**src/rtl/ps2_scan_decoder.sv**
```systemverilog
// PS/2 scan-code decoder: strips E0/F0 prefixes, drops control bytes, and queues key events.
// Pause-sequence decoding (E1 14 77 E1 F0 14 F0 77) is enabled by defining PS2_PAUSE_SEQ_EN.
module ps2_scan_decoder #(
   parameter int DEPTH       = 4,
   parameter int TIMEOUT_CYC = 50000
) (
   input  logic                      clk,
   input  logic                      rst,
   input  logic [7:0]                in_byte,
   input  logic                      in_valid,
   input  logic                      out_ready,
   output logic                      out_valid,
   output logic [7:0]                out_code,
   output logic                      out_ext,
   output logic                      out_brk,
   output logic [$clog2(DEPTH):0]    fifo_count,
   output logic                      ovf,
   input  logic                      ovf_clr
);

   localparam int AW = $clog2(DEPTH);
   localparam int CW = AW + 1;
   localparam int TW = (TIMEOUT_CYC > 1) ? $clog2(TIMEOUT_CYC) : 1;
   localparam logic [TW-1:0] TMO_LAST = TW'(TIMEOUT_CYC - 1);
   localparam logic [CW-1:0] FULL_CNT = CW'(DEPTH);

   typedef enum logic [3:0] {
      IDLE     = 4'd0,
      GOT_E0   = 4'd1,
      GOT_F0   = 4'd2,
      GOT_E0F0 = 4'd3
`ifdef PS2_PAUSE_SEQ_EN
      ,
      P1       = 4'd4,
      P2       = 4'd5,
      P3       = 4'd6,
      P4       = 4'd7,
      P5       = 4'd8,
      P6       = 4'd9,
      P7       = 4'd10
`endif
   } state_t;

   function automatic logic is_ctrl(input logic [7:0] b);
      case (b)
         8'h00, 8'hAA, 8'hEE, 8'hFA, 8'hFE, 8'hFF: is_ctrl = 1'b1;
         default:                                  is_ctrl = 1'b0;
      endcase
   endfunction

`ifdef PS2_PAUSE_SEQ_EN
   function automatic logic is_pause(input state_t s);
      case (s)
         P1, P2, P3, P4, P5, P6, P7: is_pause = 1'b1;
         default:                    is_pause = 1'b0;
      endcase
   endfunction

   // Byte each Pause-match state is waiting for.
   function automatic logic [7:0] pause_expect(input state_t s);
      case (s)
         P1:      pause_expect = 8'h14;
         P2:      pause_expect = 8'h77;
         P3:      pause_expect = 8'hE1;
         P4:      pause_expect = 8'hF0;
         P5:      pause_expect = 8'h14;
         P6:      pause_expect = 8'hF0;
         P7:      pause_expect = 8'h77;
         default: pause_expect = 8'h00;
      endcase
   endfunction

   function automatic state_t pause_next(input state_t s);
      case (s)
         P1:      pause_next = P2;
         P2:      pause_next = P3;
         P3:      pause_next = P4;
         P4:      pause_next = P5;
         P5:      pause_next = P6;
         P6:      pause_next = P7;
         default: pause_next = IDLE;
      endcase
   endfunction
`endif

   state_t          state_r;
   state_t          next_state_s;
   logic [TW-1:0]   tmo_r;
   logic            push_s;
   logic            push_ext_s;
   logic            push_brk_s;
   logic [9:0]      event_s;

   logic [9:0]      mem_r [DEPTH];
   logic [AW-1:0]   wr_ptr_r;
   logic [AW-1:0]   rd_ptr_r;
   logic [AW-1:0]   rd_next_s;
   logic [CW-1:0]   count_r;
   logic [CW-1:0]   count_next_s;
   logic            pop_s;
   logic            wr_en_s;
   logic            drop_s;
   logic [9:0]      head_next_s;
   logic            out_valid_r;
   logic [7:0]      out_code_r;
   logic            out_ext_r;
   logic            out_brk_r;
   logic            ovf_r;

   // Prefix decoder: next state and the event completed by the current byte.
   always_comb begin
      next_state_s = state_r;
      push_s       = 1'b0;
      push_ext_s   = 1'b0;
      push_brk_s   = 1'b0;
      if (in_valid) begin
         if (is_ctrl(in_byte)) begin
            next_state_s = IDLE;
`ifdef PS2_PAUSE_SEQ_EN
         end else if (is_pause(state_r)) begin
            if (in_byte == pause_expect(state_r)) begin
               if (state_r == P7) begin
                  next_state_s = IDLE;
                  push_s       = 1'b1;
                  push_ext_s   = 1'b1;
               end else begin
                  next_state_s = pause_next(state_r);
               end
            end else if (in_byte == 8'hE1) begin
               next_state_s = P1;
            end else begin
               next_state_s = IDLE;
            end
         end else if (in_byte == 8'hE1) begin
            next_state_s = P1;
`else
         end else if (in_byte == 8'hE1) begin
            next_state_s = IDLE;
`endif
         end else if (in_byte == 8'hE0) begin
            next_state_s = GOT_E0;
         end else if (in_byte == 8'hF0) begin
            next_state_s = (state_r == GOT_E0) ? GOT_E0F0 : GOT_F0;
         end else begin
            next_state_s = IDLE;
            push_s       = 1'b1;
            push_ext_s   = (state_r == GOT_E0) || (state_r == GOT_E0F0);
            push_brk_s   = (state_r == GOT_F0) || (state_r == GOT_E0F0);
         end
      end else if ((state_r != IDLE) && (tmo_r == TMO_LAST)) begin
         next_state_s = IDLE;
      end else begin
         next_state_s = state_r;
      end
   end

   // Decoder state and partial-sequence timeout counter.
   always_ff @(posedge clk or posedge rst) begin
      if (rst) begin
         state_r <= IDLE;
         tmo_r   <= {TW{1'b0}};
      end else begin
         state_r <= next_state_s;
         if (in_valid || (next_state_s == IDLE)) begin
            tmo_r <= {TW{1'b0}};
         end else begin
            tmo_r <= tmo_r + TW'(1);
         end
      end
   end

   assign event_s = {in_byte, push_ext_s, push_brk_s};
   assign pop_s   = out_valid_r & out_ready;
   assign wr_en_s = push_s & ((count_r != FULL_CNT) | pop_s);
   assign drop_s  = push_s & (count_r == FULL_CNT) & ~pop_s;

   // Next occupancy, read pointer, and the entry that will sit at the head.
   always_comb begin
      case ({wr_en_s, pop_s})
         2'b10:   count_next_s = count_r + CW'(1);
         2'b01:   count_next_s = count_r - CW'(1);
         default: count_next_s = count_r;
      endcase
      rd_next_s = pop_s ? (rd_ptr_r + AW'(1)) : rd_ptr_r;
      if (wr_en_s && (wr_ptr_r == rd_next_s)) begin
         head_next_s = event_s;
      end else begin
         head_next_s = mem_r[rd_next_s];
      end
   end

   // Event storage and pointers.
   always_ff @(posedge clk or posedge rst) begin
      if (rst) begin
         for (int i = 0; i < DEPTH; i++) begin
            mem_r[i] <= 10'd0;
         end
         wr_ptr_r <= {AW{1'b0}};
         rd_ptr_r <= {AW{1'b0}};
         count_r  <= {CW{1'b0}};
      end else begin
         if (wr_en_s) begin
            mem_r[wr_ptr_r] <= event_s;
            wr_ptr_r        <= wr_ptr_r + AW'(1);
         end
         rd_ptr_r <= rd_next_s;
         count_r  <= count_next_s;
      end
   end

   // Registered head view; fields hold their last value while the FIFO is empty.
   always_ff @(posedge clk or posedge rst) begin
      if (rst) begin
         out_valid_r <= 1'b0;
         out_code_r  <= 8'h00;
         out_ext_r   <= 1'b0;
         out_brk_r   <= 1'b0;
         ovf_r       <= 1'b0;
      end else begin
         out_valid_r <= (count_next_s != {CW{1'b0}});
         if (count_next_s != {CW{1'b0}}) begin
            out_code_r <= head_next_s[9:2];
            out_ext_r  <= head_next_s[1];
            out_brk_r  <= head_next_s[0];
         end
         if (drop_s) begin
            ovf_r <= 1'b1;
         end else if (ovf_clr) begin
            ovf_r <= 1'b0;
         end
      end
   end

   assign out_valid  = out_valid_r;
   assign out_code   = out_code_r;
   assign out_ext    = out_ext_r;
   assign out_brk    = out_brk_r;
   assign fifo_count = count_r;
   assign ovf        = ovf_r;

endmodule

```
**config.mk**
```make
export PLATFORM = sky130hd
export DESIGN_NAME = ps2_scan_decoder
export DESIGN_NICKNAME = d
export VERILOG_FILES = /design/src/rtl/ps2_scan_decoder.sv
export SDC_FILE = /design/constraint.sdc
export NUM_CORES = 1
export LEC_CHECK = 0
export CORE_ASPECT_RATIO = 0.9
export CORE_MARGIN = 2
export CORE_UTILIZATION = 55
export DETAILED_ROUTE_END_ITERATION = 10
export PLACE_DENSITY = 0.75
export SLEW_MARGIN = 15
export SYNTH_ARGS = -nofsm -noshare
export SYNTH_HDL_FRONTEND = slang
export SYNTH_SLANG_ARGS = --single-unit
```
**constraint.sdc**
```tcl
create_clock -name clk -period 3 [get_ports clk]
set_clock_uncertainty 0.1 [all_clocks]
set_input_delay 0.45 -clock clk [delete_from_list [all_inputs] [get_ports clk]]
set_output_delay 0.45 -clock clk [all_outputs]
set_load 0.01 [all_outputs]
```
# [After elaboration in Yosys (flattened, before gate mapping)]
# Cells that the tools add are included.
[totals] wordCells=95 output_inout_bits=15 input_bits=13 register_bits=79
[op_classes] magnitude_cmp=3 bitwise=8 n_eq_ne=17 muxes=36 reduce_logical=12 addsub=5
[op_table] op="$eq A8 B8 Y1 const B" n=8
[op_table] op="$bwmux W40" n=1
[op_table] op="$mux W10" n=4
[op_table] op="$bmux W10 S2" n=1
[op_table] op="$demux W10 S2" n=1
[op_table] op="$mux W1" n=20
[op_table] op="$add A16 B1 Y16 const B" n=1
[op_table] op="$eq A16 B16 Y1 const B" n=1
[op_table] op="$mux W16" n=1
[op_table] op="$mux W2" n=5
[op_table] op="$eq A4 B2 Y1 const B" n=2
[op_table] op="$logic_not A8 Y1" n=1
[op_table] op="$mux W4" n=2
[op_table] op="$ge A3 B3 Y1 const B" n=2
[op_table] op="$not A2 Y3" n=2
[op_table] op="$pmux W3 S2" n=1
[op_table] op="$reduce_or A6 Y1" n=1
[op_table] op="$add A2 B1 Y2 const B" n=2
[op_table] op="$and A1 B1 Y1" n=4
[op_table] op="$eq A4 B1 Y1 const B" n=1
[op_table] op="$logic_not A4 Y1" n=1
[op_table] op="$reduce_bool A4 Y1" n=1
[op_table] op="$add A3 B1 Y3 const B" n=1
[op_table] op="$eq A3 B3 Y1 const B" n=1
[op_table] op="12 further kinds" n=16

# [Depth between registers and ports, before layout]
[logic_depth] ltp_word=10 depth_mapped=13 mapped_depth_nobuf=11

# [Worst setup path before layout]
# No wires, ideal clock.
[synth_timing] path_kind="input -> register" from="input port in_byte[2]" to="register out_brk_r (netlist: out_brk)" setup_time_ps=125 path_buffers=2 cell_stages=13 t_required_ps=2775 setup_slack_ps=-486 t_arrival_ps=3261 cell_sequence="buf_6 or4_4 o211ai_2 a22oi_2 or2_4 inv_1 fa_1 nand2b_1 a2111oi_2 nor2_1 o41ai_2 buf_6 mux2_4"
[synth_via] elab_chain_len=10
[synth_rtl] element="start, declared" line="9" rtl="input logic [7:0] in_byte,"
[synth_rtl] element="$eq A8 B8 Y1 (tied with other cells)" line="45" rtl="case (b)"
[synth_rtl] element="$reduce_or A6 Y1 / $mux W1 (equally long branches)" line="45, 142"
[synth_rtl] element="$mux W1, on equally long branches" line="45, 140"
[synth_rtl] element="$mux W1, on equally long branches" line="116, 137"
[synth_rtl] element="$mux W1" line="117" rtl="if (is_ctrl(in_byte)) begin"
[synth_rtl] element="$mux W1" line="116" rtl="if (in_valid) begin"
[synth_rtl] element="$and A1 B1 Y1" line="174" rtl="assign wr_en_s = push_s & ((count_r != FULL_CNT) | pop_s);"
[synth_rtl] element="$eq A2 B1 Y1 / $eq A2 B2 Y1 (equally long branches)" line="179" rtl="case ({wr_en_s, pop_s})"
[synth_rtl] element="$pmux W3 S2" line="179"
[synth_rtl] element="$reduce_bool A3 Y1" line="221" rtl="if (count_next_s != {CW{1'b0}}) begin"
[synth_rtl] element="end signal, assigned" line="224" rtl="out_brk_r <= head_next_s[0];"
[synth_rtl] element="end, declared" line="107" rtl="logic out_brk_r;"
# Several ways; a longest one is shown, not always the timed one. The select of a mux whose other input is x is not followed.
# A chain may end at the register's enable or synchronous reset.

# [Final worst setup path]
[layout_timing] from="input port in_byte[5]" to="register out_code_r[1] (netlist: out_code[1])"
[layout_via] elab_chain_len=10
[layout_rtl] element="$eq A8 B8 Y1 (tied with other cells)" line="45"
[layout_rtl] element="$reduce_or A6 Y1 / $mux W1 (equally long branches)" line="45, 142"
[layout_rtl] element="$mux W1, on equally long branches" line="45, 140"
[layout_rtl] element="$mux W1, on equally long branches" line="116, 137"
[layout_rtl] element="$mux W1 *" line="117"
[layout_rtl] element="$mux W1 *" line="116"
[layout_rtl] element="$and A1 B1 Y1 *" line="174"
[layout_rtl] element="$eq A2 B1 Y1 / $eq A2 B2 Y1 (equally long branches)" line="179"
[layout_rtl] element="$pmux W3 S2" line="179"
[layout_rtl] element="$reduce_bool A3 Y1" line="221"
[layout_rtl] element="end signal, assigned" line="222" rtl="out_code_r <= head_next_s[9:2];"
[layout_rtl] element="end, declared" line="105" rtl="logic [7:0] out_code_r;"
# Every way passes the cells marked *; elsewhere a longest branch is shown, timed or not. The select of a mux whose other input is x is not followed.

==> qor_table.md <==
| Step | Quantity | Reported |
|:---|:---|:---|
| finish | Net count, final | 387 |
| power | Combinational group share of total power | 0.484 |
| clock network | CTS H-tree lvls | 3 |
| power | Pwr/cell area | 1030 nW/um^2 |
| logic synthesis | Number of synthesized register bits | 79 |
| power | Clk pwr share | 0.186 |
| critical path | Worst stage delay on the critical path | 0.52 ns |
| routing | Initial detailed-routing violation count | 99 |
| placed design | Gpl congestion | 0.800 |
| logic synthesis | Asr flop ratio synth | 1.00 |
| global routing | First-pass GRT wire length | 13400 microns |
| finish | Fin util | 0.692 |
| timing | Number of hold-slack violations in the final timing report | 0 |
| logic synthesis | Post-Synthesis Mean Instance Area | 12.5 sq um |
| critical path | CP startpoint kind | primary input |
| routing | Antenna Violating Nets Remaining | 0 |
| timing | Relative slew margins | 0.738 |
| logic synthesis | Post-synthesis net count | 330 |
| timing | Share of the clock period used by the worst path | 1.03 |
| critical path | Cell with the biggest individual delay on the critical path | or4_4 |
| clock network | CTS hold repair buffers | 0 |
| clock network | Root Driver | clkbuf_8 |
| timing | Hold slack final | 0.255 ns |
| critical path | Critical path class | primary input to flop |
| flow run | Maxcap violations | 0 |
| worst hold path | Path class of the lowest-slack min-delay path | primary input to flop |
| critical path | Endpoint required time on the critical path | 3.13 ns |
| routing | Total detailed-routing wirelength | 8010 microns |
| clock network | CTS buffer count | 9 |
| clock network | # clock sinks | 79 |
| critical path | Most numerous cell on the critical path | buf_12 |
| critical path | Worst-case register-to-register setup slack | 0.43 ns |
| die | Ports | 28 |
| logic synthesis | Sequential cell area fraction in the yosys report | 0.507 |
| logic synthesis | Cell area after synthesis | 3900 sq um |
| logic synthesis | Synthesized instance count | 311 |
| timing | Worst setup margin | -0.0799 ns |
| timing | Total count of max-transition violations in the final report | 0 |
| power | Relative contribution of sequential cells to total power | 0.330 |
| power | Peak supply drop | 0.502 mV |
| global routing | Overflow left after global routing | 0 |
| run status | Violations in the final reports | negative setup slack |
| finish | Relative area change from synthesis to final layout | 23.5% |
| die | Die Outline Area | 7790 sq um |
| critical path | Element type at the critical path end | flop |
| routing | Detail-routed net length per standard cell | 17.2 microns |
| power | Switching power share of the total | 0.299 |
| placed design | HPWL after detailed placement | 5530 microns |
| global routing | GRT Overall Usage | 0.228 |
| logic synthesis | Area share of the largest cell type after synthesis | 0.507 |
| timing | Final Setup Violations | 9 |
| timing | RSZ-0062 raised after global routing | yes |
| critical path | Data arrival, critical path | 3.21 ns |
| logic synthesis | Dominant cell by count in the synthesized netlist | dfrtp_1 |
| clock network | Insertion delay of the later-clocked pin in the worst-skew pair | 0.35 ns |
| logic synthesis | Yosys cell types | 49 |
| routing | Average vias per placed instance | 5.50 |
| finish | Fill cell count | 530 |
| logic synthesis | Number of enable-type register cells in the synthesized netlist | 0 |
| die | Initial core utilization | 0.560 |
| critical path | CP max FO | 8 |
| logic synthesis | Top cell type by total area after synthesis | dfrtp_1 |
| logic synthesis | Area contributors post-synth | dfrtp_1, mux2_2, mux4_4, mux2_4, xor2_1 |
| clock network | Bufs on Longest Clock Path | 2 |
| die | Rows | 29 |
| clock network | Clock transition at the registers of the reported paths | 0.08 ns |
| run status | Outcome | complete, but fails checks |
| die | Height of the chip | 83.9 microns |
| logic synthesis | Synth warn | 0 |
| routing | Number of vias in the routed layout | 2559 |
| global routing | Initial antenna violation count | 0 |
| die | Area of the core | 6970 sq um |
| routing | First-pass iteration count of the detailed router | 4 |
| power | Sw power | 1.48 mW |
| finish | N_diodes | 0 |
| finish | Proportion of layout cells with a drive suffix above 1 | 0.363 |
| logic synthesis | Primary flip-flop cell chosen by synthesis mapping | dfrtp_1 |
| placed design | I/O Buffers | 27 |
| clock network | CTS tree | done |
| die | Width of the die | 92.8 microns |
| power | Cell-internal power | 3.47 mW |
| timing | Slew @ Worst Pin | 0.391 ns |
| timing | Fmax achieved | 325 MHz |
| routing | DRC viols | 0 |
| critical path | Cells along the critical path | buf_12, or4_4, o211ai_2, a22oi_2, or2_4, inv_2, fa_1, buf_4, nor2b_1, o2111a_1, nor2_2, o41ai_4, buf_12, mux2_4 |
| global routing | Maximum number of pins on one net before global-route repair | 41 |
| global routing | Vias in the first global route | 2598 |
| logic synthesis | Post-synth top cells | dfrtp_1, mux2_2, nor2_1, nand2_1, xor2_1 |
| timing | Final critical-path required period | 3.08 ns |
| power | Pleak | 2.14 nW |
-- through the flow --
step | setup TNS, ns | instance area, sq um | total power, mW | worst slack, ns | cells
final | -0.664 | 4820 | 4.96 | -0.0799 | 465
after detailed placement | -12.38 | 4560 | 4.02 | -0.880 | 447
after global placement | -10.70 | 4560 | 3.94 | -0.797 | 447
after CTS | -0.752 | 4790 | 4.98 | -0.0919 | 464
after global routing | -1.75 | 4820 | 5.23 | -0.198 | 465
after floorplan | -2.85 | 3940 | 3.22 | -0.296 | 311
-- cell usage in the layout (no fill, tap or decap), types with 2 or more instances in the layout --
| master | n |
|---|---|
| nand3_1 | 10 |
| nand2_2 | 7 |
| nand4_1 | 3 |
| ha_1 | 5 |
| xnor2_1 | 9 |
| xor2_1 | 13 |
| buf_6 | 3 |
| nand2_1 | 20 |
| inv_1 | 10 |
| a22o_1 | 2 |
| clkbuf_8 | 9 |
| and3_1 | 6 |
| nand2b_1 | 3 |
| mux2_2 | 41 |
| buf_2 | 3 |
| mux2_4 | 9 |
| clkdlybuf4s50_1 | 18 |
| or4_4 | 2 |
| buf_4 | 27 |
| mux4_2 | 3 |
| nor2_1 | 24 |
| dfrtp_1 | 79 |
| buf_12 | 9 |
| bufinv_16 | 3 |
| o21ai_0 | 11 |
| mux4_4 | 7 |
| and2_1 | 5 |
-- kinds of logic (layout without fill, tap and decap cells) --
family          count (synthesis)  count (layout)  share of synthesized area
compound gates                 23              23                     0.0449
simple gates                   92              92                      0.121
mux                            62              62                      0.221
flops                          79              79                      0.507
xor+xnor                       22              22                     0.0494
buf+inv                        27              88                     0.0365
fa+ha+maj                       6               6                     0.0212
-- repair_timing --
action	in CTS	in global routing
setup endpoints to repair	11	10
pin swaps	7	7
resized for setup	35	11
gates cloned	0	0
buffers inserted	2	1
-- path summary, 6_finish.rpt --
check | from | end | cells past startpoint
worst max-delay path | in_byte[5] | out_code[1] | 14
worst min-delay path | in_byte[5] | mem_r[17] | 2
worst max register to register | out_valid | out_code[4] | 7
worst min register to register | tmo_r[0] | tmo_r[0] | 1
max in group asynchronous | rst | mem_r[12] | 3
min in group asynchronous | rst | tmo_r[10] | 2
-- registers in the layout, summed over array words and instances, names as in the netlist --
name,flops
out_code,8
state_r,4
out_brk,1
ovf,1
rd_ptr_r,2
wr_ptr_r,2
tmo_r,16
fifo_count,3
out_valid,1
mem_r,40
out_ext,1
-- routing by layer --
| layer | share of wire | track usage |
|---|---|---|
| met3 | 0.048 | 0.0614 |
| met2 | 0.45 | 0.338 |
| met1 | 0.48 | 0.327 |
| met4 | 0.018 | 0.0775 |
| met5 | 0 | 0 |
-- critical path: cells and delay by family --
family,cells,cell delay [ns]
AND/OR/NAND/NOR,4,0.95
multiplexers,1,0.30
AO/OA/AOI/OAI,4,0.55
adder cells (fa/ha/maj),1,0.44
buffers and inverters,4,0.52
-- layout make-up --
cell class | instances | area (sq um) | area share
Sequential cell | 79 | 1980 | 0.410
Multi-Input combinational cell | 205 | 1820 | 0.378
Timing Repair Buffer | 61 | 624 | 0.130
Clock buffer | 10 | 128 | 0.0265
Tap cell | 93 | 116 | 0.0241
Clock inverter | 5 | 106 | 0.0221
Inverter | 12 | 46.3 | 0.00961
-- power groups by stage --
stage / combinational [mW] / sequential, mW / clock [mW]
2_1_floorplan: 1.59 / 1.63 / 0
3_5_place_dp: 2.37 / 1.65 / 0
5_1_grt: 2.55 / 1.68 / 0.993
4_1_cts: 2.39 / 1.64 / 0.947
3_3_place_gp: 2.31 / 1.64 / 0
6_report: 2.40 / 1.64 / 0.922
Power figures use the tool's default switching activity.
